`src/rtl/hockey_pkg.sv`:
```
// Shared definitions for the air-hockey datapath: match state codes, winner codes
// and the ball centre position used when the ball is (re)loaded.
package hockey_pkg;

  typedef enum logic [2:0] {
    ST_IDLE   = 3'd0,
    ST_SERVE  = 3'd1,
    ST_PLAY   = 3'd2,
    ST_PAUSED = 3'd3,
    ST_GOAL   = 3'd4,
    ST_OVER   = 3'd5
  } match_state_e;

  localparam logic [1:0] WIN_NONE = 2'b00;
  localparam logic [1:0] WIN_P1   = 2'b01;
  localparam logic [1:0] WIN_P2   = 2'b10;

  localparam logic [9:0] BALL_X0 = 10'd480;
  localparam logic [9:0] BALL_Y0 = 10'd300;

endpackage

```
`src/rtl/frame_timer.sv`:
```
// Frame-granular down-counter: load a value, decrement once per frame_tick,
// stop at zero. done = count is 0, last = count is 1 (expires on the next tick).
module frame_timer #(
  parameter int WIDTH = 6
) (
  input  logic             clk,
  input  logic             rst,
  input  logic             load,
  input  logic [WIDTH-1:0] value,
  input  logic             frame_tick,
  output logic             done,
  output logic             last
);

  logic [WIDTH-1:0] count;

  always_ff @(posedge clk or posedge rst) begin
    if (rst) begin
      count <= '0;
    end else if (load) begin
      count <= value;
    end else if (frame_tick && count != '0) begin
      count <= count - WIDTH'(1);
    end
  end

  assign done = (count == '0);
  assign last = (count == WIDTH'(1));

endmodule

```
`src/rtl/match_controller.sv`:
```
// Air-hockey match sequencer: serve/play/pause/goal/game-over flow, score keeping
// and winner detection. Every output is a register updated from the next state.
module match_controller
  import hockey_pkg::*;
#(
  parameter int WIN_SCORE    = 7,
  parameter int SCORE_W      = 4,
  parameter int SERVE_FRAMES = 60,
  parameter int GOAL_FRAMES  = 63
) (
  input  logic               clk,
  input  logic               rst,
  input  logic               frame_tick,
  input  logic               goal_left,
  input  logic               goal_right,
  input  logic               start,
  input  logic               pause,
  output logic               ball_run,
  output logic               ball_load,
  output logic               serve_dir,
  output logic               miss_flash,
  output logic [SCORE_W-1:0] score1,
  output logic [SCORE_W-1:0] score2,
  output logic [1:0]         winner,
  output logic [2:0]         state_o
);

  localparam int TIMER_W = 6;
  localparam logic [SCORE_W-1:0] WIN = SCORE_W'(WIN_SCORE);

  match_state_e state, next_state;
  logic goal_l_q, goal_r_q;
  logic edge_l, edge_r;
  logic tmr_load, tmr_done, tmr_last, tmr_expire;
  logic [TIMER_W-1:0] tmr_value;
  logic clear_match;

  // Rising-edge detect so a ball resting against a wall scores only once.
  assign edge_l = goal_left & ~goal_l_q;
  assign edge_r = goal_right & ~goal_r_q;

  // The timer reaches zero on this edge, or is already sitting at zero.
  assign tmr_expire = tmr_done | (frame_tick & tmr_last);

  assign tmr_load    = (next_state != state) &&
                       (next_state == ST_SERVE || next_state == ST_GOAL);
  assign tmr_value   = (next_state == ST_GOAL) ? TIMER_W'(GOAL_FRAMES)
                                               : TIMER_W'(SERVE_FRAMES);
  assign clear_match = start && (state == ST_IDLE || state == ST_OVER);

  frame_timer #(.WIDTH(TIMER_W)) u_timer (
    .clk        (clk),
    .rst        (rst),
    .load       (tmr_load),
    .value      (tmr_value),
    .frame_tick (frame_tick),
    .done       (tmr_done),
    .last       (tmr_last)
  );

  always_comb begin
    next_state = state;
    case (state)
      ST_IDLE:   if (start) next_state = ST_SERVE;
      ST_SERVE:  if (tmr_expire) next_state = ST_PLAY;
      ST_PLAY: begin
        if (edge_l || edge_r) next_state = ST_GOAL;
        else if (pause)       next_state = ST_PAUSED;
      end
      ST_PAUSED: begin
        if (pause)      next_state = ST_PLAY;
        else if (start) next_state = ST_SERVE;
      end
      ST_GOAL: begin
        if (tmr_expire) begin
          if (score1 == WIN || score2 == WIN) next_state = ST_OVER;
          else                                next_state = ST_SERVE;
        end
      end
      ST_OVER:   if (start) next_state = ST_SERVE;
      default:   next_state = ST_IDLE;
    endcase
  end

  always_ff @(posedge clk or posedge rst) begin
    if (rst) state <= ST_IDLE;
    else     state <= next_state;
  end

  always_ff @(posedge clk or posedge rst) begin
    if (rst) begin
      ball_run   <= 1'b0;
      ball_load  <= 1'b0;
      serve_dir  <= 1'b1;
      miss_flash <= 1'b0;
      score1     <= '0;
      score2     <= '0;
      winner     <= WIN_NONE;
      goal_l_q   <= 1'b0;
      goal_r_q   <= 1'b0;
    end else begin
      ball_run   <= (next_state == ST_PLAY);
      ball_load  <= (next_state == ST_SERVE) && (state != ST_SERVE);
      miss_flash <= (next_state == ST_GOAL);
      goal_l_q   <= goal_left;
      goal_r_q   <= goal_right;
      if (clear_match) begin
        score1 <= '0;
        score2 <= '0;
        winner <= WIN_NONE;
      end else if (state == ST_PLAY && edge_l && !edge_r) begin
        // Left wall hit: player 2 scores, next serve heads toward player 1.
        if (score2 < WIN) score2 <= score2 + SCORE_W'(1);
        serve_dir <= 1'b0;
      end else if (state == ST_PLAY && edge_r && !edge_l) begin
        if (score1 < WIN) score1 <= score1 + SCORE_W'(1);
        serve_dir <= 1'b1;
      end
      if (state == ST_GOAL && tmr_expire) begin
        if (score1 == WIN)      winner <= WIN_P1;
        else if (score2 == WIN) winner <= WIN_P2;
      end
    end
  end

  assign state_o = state;

endmodule
```
`config.mk`:
```
export PLATFORM = sky130hd
export DESIGN_NAME = match_controller
export DESIGN_NICKNAME = d
export VERILOG_FILES = /design/src/rtl/hockey_pkg.sv /design/src/rtl/frame_timer.sv /design/src/rtl/match_controller.sv
export SDC_FILE = /design/constraint.sdc
export NUM_CORES = 1
export LEC_CHECK = 0
export ABC_CLOCK_PERIOD_IN_PS = 4400
export BUFFER_PORTS_ARGS = -buffer_cell sky130_fd_sc_hd__clkbuf_2
export CORE_MARGIN = 1
export CORE_UTILIZATION = 59
export CTS_CLUSTER_DIAMETER = 150
export DETAILED_ROUTE_END_ITERATION = 6
export HOLD_SLACK_MARGIN = 0.02
export PLACE_DENSITY = 0.83
export SYNTH_ARGS = -nofsm -noshare
export SYNTH_HDL_FRONTEND = slang
export SYNTH_HIERARCHICAL = 1
export SYNTH_SLANG_ARGS = --single-unit
```
`constraint.sdc`:
```
create_clock -name clk -period 4.4 [get_ports clk]
set_clock_uncertainty 0.05 [all_clocks]
set_input_delay 0.22 -clock clk [delete_from_list [all_inputs] [get_ports clk]]
set_output_delay 0.22 -clock clk [all_outputs]
set_load 0.1 [all_outputs]
```
==> results of run 1 <==
## critical path, stage by stage (launching register included)
cell and delay (ns):
dfrtp_1 0.46, or3_1 0.48, nor3b_1 0.29, a21oi_1 0.16
a311oi_1 0.28, o311ai_1 0.18, o31ai_1 0.29, buf_4 0.21
inv_1 0.10, o2111ai_1 0.10, nand3_1 0.09
## report_power, final
| part | switching (W) | internal [W] | leakage [nW] |
|---|---|---|---|
| Clock | 0.0000654 | 0.0000340 | 0.0177 |
| Combinational | 0.000320 | 0.000150 | 0.422 |
| Sequential | 0.0000677 | 0.000281 | 0.322 |
## state kept, by name, summed over array words and instances, names as in the netlist, 2 cells and up
register and count:
score1 4, score2 4, state_o 3, u_timer/count 6, winner 2
## cell usage in the layout, fill, tap and decap left out, types with 2 or more instances in the layout
cell type      instances
a31o_2                 2
xnor2_1                2
dlygate4sd3_1          3
inv_1                  7
nor2b_1                3
a21oi_1               15
and4_1                 2
ha_1                   5
nor2_1                10
o31a_1                 2
nand3_1                3
mux2i_1                2
nor3b_1                2
clkbuf_4               3
nand2_1                9
and2_1                 3
nor3_1                 4
dfrtp_1               24
or3b_1                 2
o31ai_1                2
conb_1                 4
nand4_1                3
clkbuf_2              23
nand2b_1               7
o21a_1                 2
## kinds of logic (layout without fill, tap and decap cells)
family	count (synthesis)	after routing	share of synthesized area, %
other cells	1	4	0.2686
flops	25	25	44.89
buf+inv	13	38	3.763
xor+xnor	3	3	1.882
compound gates	35	35	17.47
mux	2	2	1.434
simple gates	59	59	25.81
fa+ha+maj	5	5	4.480
## final timing paths
path	start	endpoint	slack [ns]	depth (start not counted)
worst min register to register	winner[0]	winner[0]	0.48	1
max in group asynchronous	rst	winner[0]	3.31	3
min in group asynchronous	rst	u_timer/count[3]	0.29	3
worst min-delay path	frame_tick	u_timer/count[0]	0.19	3
worst max-delay path	u_timer/count[2]	u_timer/count[0]	1.61	10
worst max register to register	u_timer/count[2]	u_timer/count[0]	1.61	10
## repair_timing
item / 4_1_cts / 5_1_grt
hold buffers: 3 / 0
hold endpoints to repair: 26 / 0
resized for setup: 0 / 0
## area by class of cell
cell class / count / area [µm²] / area share [%]
Clock buffer: 3 / 22.52 / 1.411
Clock inverter: 1 / 5.005 / 0.3135
Inverter: 7 / 26.28 / 1.646
Multi-Input combinational cell: 108 / 728.2 / 45.61
Sequential cell: 25 / 626.9 / 39.26
Tap cell: 28 / 35.03 / 2.194
Timing Repair Buffer: 27 / 152.6 / 9.561
## stage by stage
step / hold WS [ns] / utilization [%] / setup slack (ns) / std cells
2_1_floorplan: -0.03904 / - / 1.619 / 146
6_report: 0.1874 / 72.17 / 1.608 / 199
5_1_grt: 0.2112 / 72.17 / 1.410 / 199
3_3_place_gp: 0.09281 / 69.57 / 1.820 / 192
4_1_cts: 0.1851 / 72.17 / 1.655 / 199
3_5_place_dp: 0.09240 / 69.57 / 1.676 / 192
## metal layers
| metal | track usage, % | part of all wire, % | vias up |
|---|---|---|---|
| met2 | 42.00 | 45 | 38 |
| met5 | 0 | 0 | - |
| li1 | - | - | 572 |
| met3 | 3.636 | 3.7 | 8 |
| met1 | 33.20 | 49 | 559 |
| met4 | 6.481 | 1.7 | 0 |
==> implementation parameters, run 1 <==
Parameter                              Value

Clocking
  Clk slew on worst S/H paths    roughly 0.14 ns
  Postcts setup bufs    0
  Number of buffers created by CTS    3
  Number of buffers on the longest clock path    2
  Clock tree from TritonCTS    built
  Sink count of the clock tree    25
  Later-pin clock latency in the skew report    between 0.3 and 0.4 ns
  Clock tree root driver cell    clkbuf_4
  Total number of H-tree levels    1

GRT
  Global-route wire length before repair    around 4800 µm
  Total congestion overflow after global routing    0
  All-Layer GR Usage    24.82%
  Pin count of the biggest net entering global routing    20
  Vias in the first global route    1,069
  Number of antenna violations at the first check in global routing    0

Run status
  Outcome    finished clean

Timing
  Fmax    358.1 MHz
  Worst-margin pin slew    0.7440 ns
  Final setup viols    0
  Unrepaired setup endpoints after global routing    false
  Max-slew headroom at the worst pin    roughly half
  Portion of the clock cycle consumed by the worst path in the final layout    63.46%
  Sum of negative setup slack    0 ns
  Max Transition Viols Final    0
  Hold Violations, Final    0
  Final critical-path required period    between 2 and 3 ns

Final layout
  Antenna diodes    0
  Final instance area    about 1600 µm²
  Net count reported at finish    between 150 and 200
  Layout Area Growth over Synthesis    14.34%
  Fraction of layout cells with a size suffix above 1    between 20% and 30%
  Number of fill cells in the layout    168

Yosys
  Cells after Synth    ~140
  Most numerous cell types in the synthesized netlist    dfrtp_1 (24), a21oi_1 (15), nor2_1 (10)
  Post-synthesis sequential element count    25
  Register area share after synthesis    roughly 45%
  Distinct cell type count of the synthesized netlist    50
  Most common cell in the netlist    dfrtp_1
  Avg Cell Area, Syn    9.765 µm²
  Yosys top cell by area    dfrtp_1
  Predominant post-synthesis flop cell    dfrtp_1
  Total of warnings raised by yosys    6
  Synth Cell Area    1396 µm²
  Proportion of netlist area held by the largest area contributor    43.01%
  Count of flip-flops with a built-in enable after synthesis    0
  Share of flip-flops with an asynchronous set or reset    100.0%
  Top area cells in the synthesized netlist    dfrtp_1 (43%), a21oi_1 (5.4%), ha_1 (4.5%), nand2b_1 (3.1%), nor2_1 (2.7%)

Routing
  DRT Pass-1 Iters    6
  Detailed-route DRC error count    0
  Routed WL    2872 µm
  Initial drt markers    35
  Post-detailed-route count of antenna-violating nets    0
  Per-cell via count in the routed design    between 5 and 6
  Via count    1,177
  Routed wirelength normalized by instance count    approximately 14 µm

Placed design
  Post-detail-place hpwl    2149 µm
  Final RePlAce weighted congestion    0.8603
  Cell area reported after detailed placement    around 1500 µm²
  Buffers added on ports    23

Flow run
  MaxCap Viol Count    0

Floorplan
  Die outline width    50.65 µm
  Initial core utilization    63.12%
  Area of the die    2565 µm²
  Die boundary height    50.65 µm
  Boundary Pins    24
  Row count    17
  Std-Cell Core Area    2212 µm²

Worst setup path
  Category of the critical setup timing path    reg2reg
  Data arrival time of the critical path    around 3 ns
  Maximum fanout along the worst path    11
  Launching element type of the critical path    flop
  Endpoint class of the critical path    flop
  CP required    4.56 ns

Power
  Post-route total power    between 0.0009 and 0.001 W
  Pwr/cell area    between 500 and 600 nW/µm²
  Cell leakage power    about 0.76 nW
  Worst IR drop on VDD    roughly 490 µV

Min path
  Tightest Hold Check Type    in2reg
Power figures use the tool's default switching activity.
==> run 2, diff against run 1 <==
- ABC_AREA: default -> 1
- ABC_CLOCK_PERIOD_IN_PS: 4400 -> 2750
- CORE_ASPECT_RATIO: default -> 0.5
- CORE_UTILIZATION: 59 -> 56
- PLACE_DENSITY: 0.83 -> 0.79
- clock period: 4.4 -> 2.75 ns (I/O delays scaled with it)
==> run 2 against run 1 <==
Sequential cell count unchanged. Synthesized area increased by 10%. Combinational power increased to 3.1 times the previous value. Non-clock buffer count unchanged. Global-route usage decreased by 2.3 points. Fmax increased by 17%. Via count increased by 12%. Critical endpoint is now u_timer/count[1]. Largest cell class unchanged. Largest power group unchanged. Highest routed layer unchanged.
==> implementation parameters, run 2 <==
Parameter                              Value

Yosys
  Distinct cell type count of the synthesized netlist    29 (was 50)
  Most numerous cell types in the synthesized netlist    nand2_1 (45), dfrtp_1 (24), nor2_1 (23) (was dfrtp_1 (24), a21oi_1 (15), nor2_1 (10))
  Yosys top cell by area    dfrtp_1 (unchanged)
  Synth Cell Area    1538 µm² (was 1396 µm²)
  Top area cells in the synthesized netlist    dfrtp_1 (39%), nand2_1 (11%), nand3_1 (6.5%), nor2_1 (5.6%), inv_1 (5.4%) (was dfrtp_1 (43%), a21oi_1 (5.4%), ha_1 (4.5%), nand2b_1 (3.1%), nor2_1 (2.7%))
  Register area share after synthesis    40.76% (was 44.89%)
  Share of flip-flops with an asynchronous set or reset    100.0% (unchanged)
  Predominant post-synthesis flop cell    dfrtp_1 (unchanged)
  Cells after Synth    195 (was 143)
  Post-synthesis sequential element count    25 (unchanged)
  Total of warnings raised by yosys    6 (unchanged)
  Most common cell in the netlist    nand2_1 (was dfrtp_1)
  Proportion of netlist area held by the largest area contributor    39.06% (was 43.01%)
  Count of flip-flops with a built-in enable after synthesis    0 (unchanged)
  Avg Cell Area, Syn    7.886 µm² (was 9.765 µm²)

Min path
  Start point of the worst min-delay path    frame_tick (unchanged)
  Cell depth of the worst hold path    4 (was 3)
  Tightest Hold Check Type    in2reg (unchanged)
  End of the worst hold path    u_timer/count[5] (was u_timer/count[0])

Power
  Pwr/cell area    1252 nW/µm² (was 574.8 nW/µm²)
  Cell leakage power    0.9351 nW (was 0.7616 nW)
  Worst IR drop on VDD    758.5 µV (was 494.3 µV)

Routing
  Via count    1,323 (was 1,177)
  Detailed-route DRC error count    0 (unchanged)
  Initial drt markers    62 (was 35)
  Routed wirelength normalized by instance count    11.30 µm (was 14.43 µm)
  DRT Pass-1 Iters    4 (was 6)
  Post-detailed-route count of antenna-violating nets    0 (unchanged)
  Per-cell via count in the routed design    5.030 (was 5.915)
  Routed WL    2971 µm (was 2872 µm)

Final layout
  Largest register FFs    6 (unchanged)
  Layout Area Growth over Synthesis    15.95% (was 14.34%)
  Most frequent cells in the layout    nand2_1 (45), dfrtp_1 (24), nor2_1 (23), clkbuf_2 (23), inv_1 (22) (was dfrtp_1 (24), clkbuf_2 (23), a21oi_1 (15), nor2_1 (10), nand2_1 (9))
  Number of fill cells in the layout    189 (was 168)
  Antenna diodes    0 (unchanged)
  Most common library cell in the layout ignoring fill and taps    nand2_1 (was dfrtp_1)
  Registers with the highest flip-flop counts    u_timer/count: 6 flops, score1: 4 flops, score2: 4 flops (unchanged)
  Fraction of layout cells with a size suffix above 1    25.88% (was 22.22%)
  Net count reported at finish    241 (was 184)
  Final instance area    1783 µm² (was 1597 µm²)
  Reg with most FFs    u_timer/count (unchanged)

Worst setup path
  Setup slack of the worst register-to-register path    0.35 ns (was 1.61 ns)
  Maximum fanout along the worst path    10 (was 11)
  CP required    2.90 ns (was 4.56 ns)
  Reg2Reg Capture Point    u_timer/count[1] (was u_timer/count[0])
  Endpoint class of the critical path    flop (unchanged)
  R2r startpoint    u_timer/count[0] (was u_timer/count[2])
  Count of cells along the worst register-to-register path    19 (was 10)
  Category of the critical setup timing path    reg2reg (unchanged)
  Launching element type of the critical path    flop (unchanged)
  Data arrival time of the critical path    2.55 ns (was 2.95 ns)

Timing
  Unrepaired setup endpoints after global routing    false (unchanged)
  Hold Violations, Final    0 (unchanged)
  Max Transition Viols Final    0 (unchanged)
  Final setup viols    0 (unchanged)
  Final critical-path required period    2.396 ns (was 2.792 ns)
  Sum of negative setup slack    0 ns (unchanged)
  Worst-margin pin slew    0.6947 ns (was 0.7440 ns)
  Max-slew headroom at the worst pin    53.64% (was 50.35%)
  Fmax    417.4 MHz (was 358.1 MHz)
  Portion of the clock cycle consumed by the worst path in the final layout    87.11% (was 63.46%)
  Worst hold margin    0.1915 ns (was 0.1874 ns)

Floorplan
  Area of the die    2972 µm² (was 2565 µm²)
  Die boundary height    39.06 µm (was 50.65 µm)
  Boundary Pins    24 (unchanged)
  Die outline width    76.11 µm (was 50.65 µm)
  Std-Cell Core Area    2402 µm² (was 2212 µm²)
  Row count    12 (was 17)
  Initial core utilization    64.01% (was 63.12%)

Clocking
  Later-pin clock latency in the skew report    0.27 ns (was 0.32 ns)
  Sink count of the clock tree    25 (unchanged)
  # resized after CTS    0 (unchanged)
  Clock tree root driver cell    clkbuf_8 (was clkbuf_4)
  Quantity of hold-fixing buffers added after cts    3 (unchanged)
  Total number of H-tree levels    1 (unchanged)
  Clk slew on worst S/H paths    0.08 ns (was 0.14 ns)
  Number of buffers on the longest clock path    2 (unchanged)
  Number of buffers created by CTS    3 (unchanged)
  Postcts setup bufs    0 (unchanged)
  Clock tree from TritonCTS    built (unchanged)

Placed design
  Cell area reported after detailed placement    1708 µm² (was 1539 µm²)
  Final RePlAce weighted congestion    0.8713 (was 0.8603)
  Buffers added on ports    23 (unchanged)
  Post-detail-place hpwl    2312 µm (was 2149 µm)

GRT
  Pin count of the biggest net entering global routing    20 (unchanged)
  Global-route wire length before repair    5037 µm (was 4788 µm)
  Total congestion overflow after global routing    0 (unchanged)
  All-Layer GR Usage    22.57% (was 24.82%)
  Vias in the first global route    1,144 (was 1,069)
  Number of antenna violations at the first check in global routing    0 (unchanged)

Flow run
  MaxCap Viol Count    0 (unchanged)

Run status
  Outcome    finished clean (unchanged)
[run 2: changes by cell type after synthesis, moves of 5 or more]
cell	change
a21oi_1	-7
nand2b_1	-7
nand3_1	+17
inv_2	+5
inv_1	+15
nor2_1	+13
nand2_2	+6
nand2_1	+36
[run 2: logic make-up (layout without fill, tap and decap cells)]
| kind of cell | count (synthesis) | count (layout) | share of synthesized area [%] |
|---|---|---|---|
| compound gates | 19 | 19 | 7.730 |
| flops | 25 | 25 | 40.77 |
| buf+inv | 28 | 58 | 7.079 |
| fa+ha+maj | 5 | 5 | 4.068 |
| other cells | 1 | 4 | 0.2439 |
| simple gates | 114 | 114 | 38.41 |
| xor+xnor | 3 | 3 | 1.709 |
[run 2: worst max-delay path by stage]
stage | startpoint | cells past startpoint | slack [ns] | endpoint
finish | u_timer/count[0] | 19 | 0.35 | u_timer/count[1]
global route | u_timer/count[0] | 19 | 0.02 | u_timer/count[0]
CTS | u_timer/count[0] | 19 | 0.36 | u_timer/count[1]
detailed placement | u_timer/count[0] | 18 | 0.39 | u_timer/count[1]
global placement | u_timer/count[0] | 19 | 0.43 | u_timer/count[1]
floorplan | state_o[0] | 14 | 0.27 | u_timer/count[1]
[run 2: stage by stage]
step	power [W]	std cells	util, %	setup slack, ns
floorplan	0.001782	198	-	0.2736
global placement	0.001990	256	71.09	0.4296
detailed placement	0.002017	256	71.09	0.3866
CTS	0.002245	263	74.22	0.3638
global route	0.002437	263	74.22	0.02400
finish	0.002232	263	74.22	0.3544
[run 2: where the power goes]
group	total, W	switching, W	internal, W
Sequential	0.000571	0.0000999	0.000471
Combinational	0.00144	0.00103	0.000415
Clock	0.000217	0.000114	0.000104
Total	0.00223	0.00124	0.000990
[run 2: layout make-up]
cell class | count | area [µm²] | share of cell area [%]
well taps | 35 | 43.79 | 2.456
multi-input cells | 145 | 813.3 | 45.61
clock buffers | 4 | 45.04 | 2.526
inverters | 27 | 101.3 | 5.684
repair buffers | 27 | 152.6 | 8.561
flip-flops and latches | 25 | 626.9 | 35.16
[run 2: metal layers]
layer,up-vias,global-route usage (%),wire length (µm)
met5,-,0,0
met2,34,41.14,1376
li1,686,-,-
met1,601,28.59,1430
met4,0,3.365,8
met3,2,5.647,156
[run 2: worst max-delay path, stage by stage (launching register included)]
cell	delay, ns
dfrtp_1	0.40
inv_1	0.16
ha_1	0.22
nand3_4	0.10
inv_1	0.06
inv_1	0.03
nand2_1	0.12
inv_1	0.08
nor2_1	0.17
nor2_4	0.05
nand3_4	0.10
nand2_1	0.06
nand3_1	0.08
nor2_1	0.06
nor2_1	0.12
buf_4	0.18
nand2_1	0.06
o21ai_0	0.08
nand2_1	0.09
o21ai_2	0.05
==> run 3, diff against run 2 <==
--- a/config.mk
+++ b/config.mk
@@ -9,10 +9,9 @@
 export ABC_CLOCK_PERIOD_IN_PS = 2750
-export BUFFER_PORTS_ARGS = -buffer_cell sky130_fd_sc_hd__clkbuf_2
-export CORE_ASPECT_RATIO = 0.5
 export CORE_MARGIN = 1
-export CORE_UTILIZATION = 56
+export CORE_UTILIZATION = 62
 export CTS_CLUSTER_DIAMETER = 150
 export DETAILED_ROUTE_END_ITERATION = 6
+export DONT_BUFFER_PORTS = 1
 export HOLD_SLACK_MARGIN = 0.02
-export PLACE_DENSITY = 0.79
+export PLACE_DENSITY = 0.78
 export SYNTH_ARGS = -nofsm -noshare
==> constraint.sdc (replaced) <==
create_clock -name clk -period 2.75 [get_ports clk]
set_clock_uncertainty 0.05 [all_clocks]
set_input_delay 0.825 -clock clk [delete_from_list [all_inputs] [get_ports clk]]
set_output_delay 0.825 -clock clk [all_outputs]
set_load 0.1 [all_outputs]
==> run 3 against run 2 <==
Die area is 9.7% lower. Final cell count down 6.8%. Count of clock-buffer cells in the layout is the same.
==> implementation parameters, run 3 (synthesis results as in run 2) <==
Parameter                              Value

Run status
  Outcome    finished clean (unchanged)

Power
  Post-route total power    0.002199 W (was 0.002232 W)
  Clock Power Share    7.1% (was 9.7%)
  Switching pwr    0.001241 W (about the same)
  Int Pwr    0.0009588 W (was 0.0009904 W)
  Worst IR drop on VDD    1116 µV (was 758.5 µV)
  Part of the power in combinational logic    64.8% (was 64.7%)
  Pwr/cell area    1275 nW/µm² (was 1252 nW/µm²)
  Cell leakage power    0.8912 nW (was 0.9351 nW)
  Switching share of power    56.41% (was 55.62%)
  Sequential share of power    28.1% (was 25.6%)

Floorplan
  Die boundary height    51.80 µm (was 39.06 µm)
  Boundary Pins    24 (unchanged)
  Row count    17 (was 12)
  Std-Cell Core Area    2276 µm² (was 2402 µm²)
  Initial core utilization    67.56% (was 64.01%)
  Area of the die    2683 µm² (was 2972 µm²)
  Die outline width    51.80 µm (was 76.11 µm)

Routing
  Routed wirelength normalized by instance count    12.43 µm (was 11.30 µm)
  Via count    1,298 (was 1,323)
  Detailed-route DRC error count    0 (unchanged)
  Initial drt markers    22 (was 62)
  Routed WL    3045 µm (was 2971 µm)
  DRT Pass-1 Iters    4 (unchanged)
  Per-cell via count in the routed design    5.298 (was 5.030)
  Post-detailed-route count of antenna-violating nets    0 (unchanged)

Timing
  Final setup viols    0 (unchanged)
  Max-slew headroom at the worst pin    39.23% (was 53.64%)
  Portion of the clock cycle consumed by the worst path in the final layout    88.37% (was 87.11%)
  Unrepaired setup endpoints after global routing    false (unchanged)
  Final critical-path required period    2.430 ns (was 2.396 ns)
  Sum of negative setup slack    0 ns (unchanged)
  Max Transition Viols Final    0 (unchanged)
  Hold Violations, Final    0 (unchanged)
  Setup slack after layout    0.3199 ns (was 0.3544 ns)
  Fmax    411.5 MHz (was 417.4 MHz)
  Worst-margin pin slew    0.9115 ns (was 0.6947 ns)

Placed design
  Pre-CTS setup slack    0.2605 ns (was 0.3866 ns)
  Final RePlAce weighted congestion    0.9283 (was 0.8713)
  Buffers added on ports    0 (was 23)
  Cell area reported after detailed placement    1697 µm² (was 1708 µm²)
  Post-detail-place hpwl    2435 µm (was 2312 µm)
  Number of placed instances, taps included    241 (was 256)

Worst setup path
  Buffers & Inverters on Critical Path    5 (unchanged)
  Category of the critical setup timing path    reg2reg (unchanged)
  Setup slack of the worst register-to-register path    0.32 ns (was 0.35 ns)
  R2r startpoint    u_timer/count[0] (unchanged)
  Endpoint class of the critical path    flop (unchanged)
  Cell Chain, Critical Path    inv_2 -> ha_1 -> nand3_4 -> inv_1 -> inv_1 -> nand2_1 -> inv_1 -> nor2_2 -> nor2_4 -> nand3_4 -> nand2_1 -> nand2_1 -> nand2_1 -> nor2_1 -> buf_4 -> nand2_1 -> o21ai_0 -> nand2_1 -> o21ai_2 (was inv_1 -> ha_1 -> nand3_4 -> inv_1 -> inv_1 -> nand2_1 -> inv_1 -> nor2_1 -> nor2_4 -> nand3_4 -> nand2_1 -> nand3_1 -> nor2_1 -> nor2_1 -> buf_4 -> nand2_1 -> o21ai_0 -> nand2_1 -> o21ai_2)
  Reg2Reg Capture Point    u_timer/count[0] (was u_timer/count[1])
  Cell family with the largest share of critical-path delay    simple AND/OR/NAND/NOR gates (unchanged)
  Maximum fanout along the worst path    10 (unchanged)
  Max incr delay on CP    0.43 ns (was 0.40 ns)
  Data arrival time of the critical path    2.63 ns (was 2.55 ns)
  Launching element type of the critical path    flop (unchanged)
  CP max stage cell    dfrtp_1 (unchanged)
  Count of cells along the worst register-to-register path    19 (unchanged)
  CP required    2.95 ns (was 2.90 ns)
  Most numerous cell on the critical path    nand2_1

GRT
  Met2 Usage GRT    48.27% (was 41.14%)
  Vias in the first global route    1,276 (was 1,144)
  All-Layer GR Usage    25.94% (was 22.57%)
  Total congestion overflow after global routing    0 (unchanged)
  Met1 track demand over resource in global routing    30.08% (was 28.59%)
  Number of antenna violations at the first check in global routing    0 (unchanged)
  Global-route wire length before repair    5168 µm (was 5037 µm)
  Pin count of the biggest net entering global routing    20 (unchanged)
  Busiest grt layer    met2 (unchanged)
  Routing usage on met3    3.216% (was 5.647%)

Clocking
  Clk slew on worst S/H paths    0.13 ns (was 0.08 ns)
  Clock tree from TritonCTS    built (unchanged)
  Number of buffers on the longest clock path    2 (unchanged)
  Number of buffers created by CTS    3 (unchanged)
  Total number of H-tree levels    1 (unchanged)
  Sink count of the clock tree    25 (unchanged)
  Clock tree root driver cell    clkbuf_4 (was clkbuf_8)
  Later-pin clock latency in the skew report    0.31 ns (was 0.27 ns)

Flow run
  MaxCap Viol Count    0 (unchanged)

Final layout
  Registers with the highest flip-flop counts    u_timer/count: 6 flops, score1: 4 flops, score2: 4 flops (unchanged)
  Most common library cell in the layout ignoring fill and taps    nand2_1 (unchanged)
  Count of non-filler cells in the finished layout    245 (was 263)
  Final instance area    1725 µm² (was 1783 µm²)
  Layout Area Growth over Synthesis    12.20% (was 15.95%)
  Most frequent cells in the layout    nand2_1 (45), dfrtp_1 (24), nor2_1 (22), inv_1 (20), nand3_1 (20) (was nand2_1 (45), dfrtp_1 (24), nor2_1 (23), clkbuf_2 (23), inv_1 (22))
  Fraction of layout cells with a size suffix above 1    24.88% (was 25.88%)
  Largest register FFs    6 (unchanged)
  Net count reported at finish    230 (was 241)
  Antenna diodes    0 (unchanged)
  Reg with most FFs    u_timer/count (unchanged)

Min path
  Tightest Hold Check Type    in2async (was in2reg)
==> run 3: changes by cell type in the layout (fill, tap and decap cells not counted), sizes merged <==
cell         change
buf             +15
dlygate4sd3      -3
clkbuf          -23
==> run 3: worst register-to-register path, stage by stage, from the launching register on <==
cell and delay (ns):
dfrtp_1 0.43, inv_2 0.12, ha_1 0.20, nand3_4 0.10, inv_1 0.08, inv_1 0.04
nand2_1 0.13, inv_1 0.10, nor2_2 0.14, nor2_4 0.06, nand3_4 0.11, nand2_1 0.08
nand2_1 0.06, nand2_1 0.05, nor2_1 0.15, buf_4 0.19, nand2_1 0.06, o21ai_0 0.10
nand2_1 0.09, o21ai_2 0.05
==> run 3: routing by layer <==
layer	share of wire [%]	vias up	wire [µm]
met2	51	22	1565
met5	0	-	0
met3	3.0	4	91
li1	-	666	-
met4	1.2	0	36
met1	44	606	1351
==> run 3: worst max path at each step <==
stage                      from                to  slack, ns  depth (start not counted)
2_1_floorplan        state_o[0]  u_timer/count[1]       0.27                         14
3_5_place_dp   u_timer/count[0]  u_timer/count[0]       0.26                         19
3_3_place_gp   u_timer/count[0]  u_timer/count[1]       0.39                         18
4_1_cts        u_timer/count[0]  u_timer/count[1]       0.20                         19
5_1_grt        u_timer/count[0]  u_timer/count[0]       0.04                         19
6_report       u_timer/count[0]  u_timer/count[0]       0.32                         19
==> run 3: area by class of cell <==
class | instances | area, µm²
well taps | 28 | 35.03
repair buffers | 16 | 120.1
inverters | 27 | 101.3
clock buffers | 4 | 26.28
flip-flops and latches | 25 | 626.9
multi-input cells | 145 | 815.8
fillers | 172 | 550.5
==> run 3: per-stage QoR <==
step / utilization [%] / hold slack (ns)
2_1_floorplan: - / 0.5107
3_3_place_gp: 74.55 / 0.4769
3_5_place_dp: 74.55 / 0.4867
4_1_cts: 75.70 / 0.2413
5_1_grt: 75.81 / 0.2478
6_report: 75.81 / 0.2452
==> run 3: power groups by stage <==
stage	clock [W]	sequential, W	combinational (W)
2_1_floorplan	0	0.000879	0.000903
3_3_place_gp	0	0.000616	0.00137
3_5_place_dp	0	0.000620	0.00142
4_1_cts	0.000164	0.000613	0.00142
5_1_grt	0.000172	0.000629	0.00159
6_report	0.000157	0.000618	0.00142
==> run 3: timing repair <==
action | 4_1_cts | 5_1_grt
hold buffers | 0 | 0
endpoints found under the setup margin | 0 | 4
gates resized for setup | 0 | 3
buffers inserted | 0 | 0
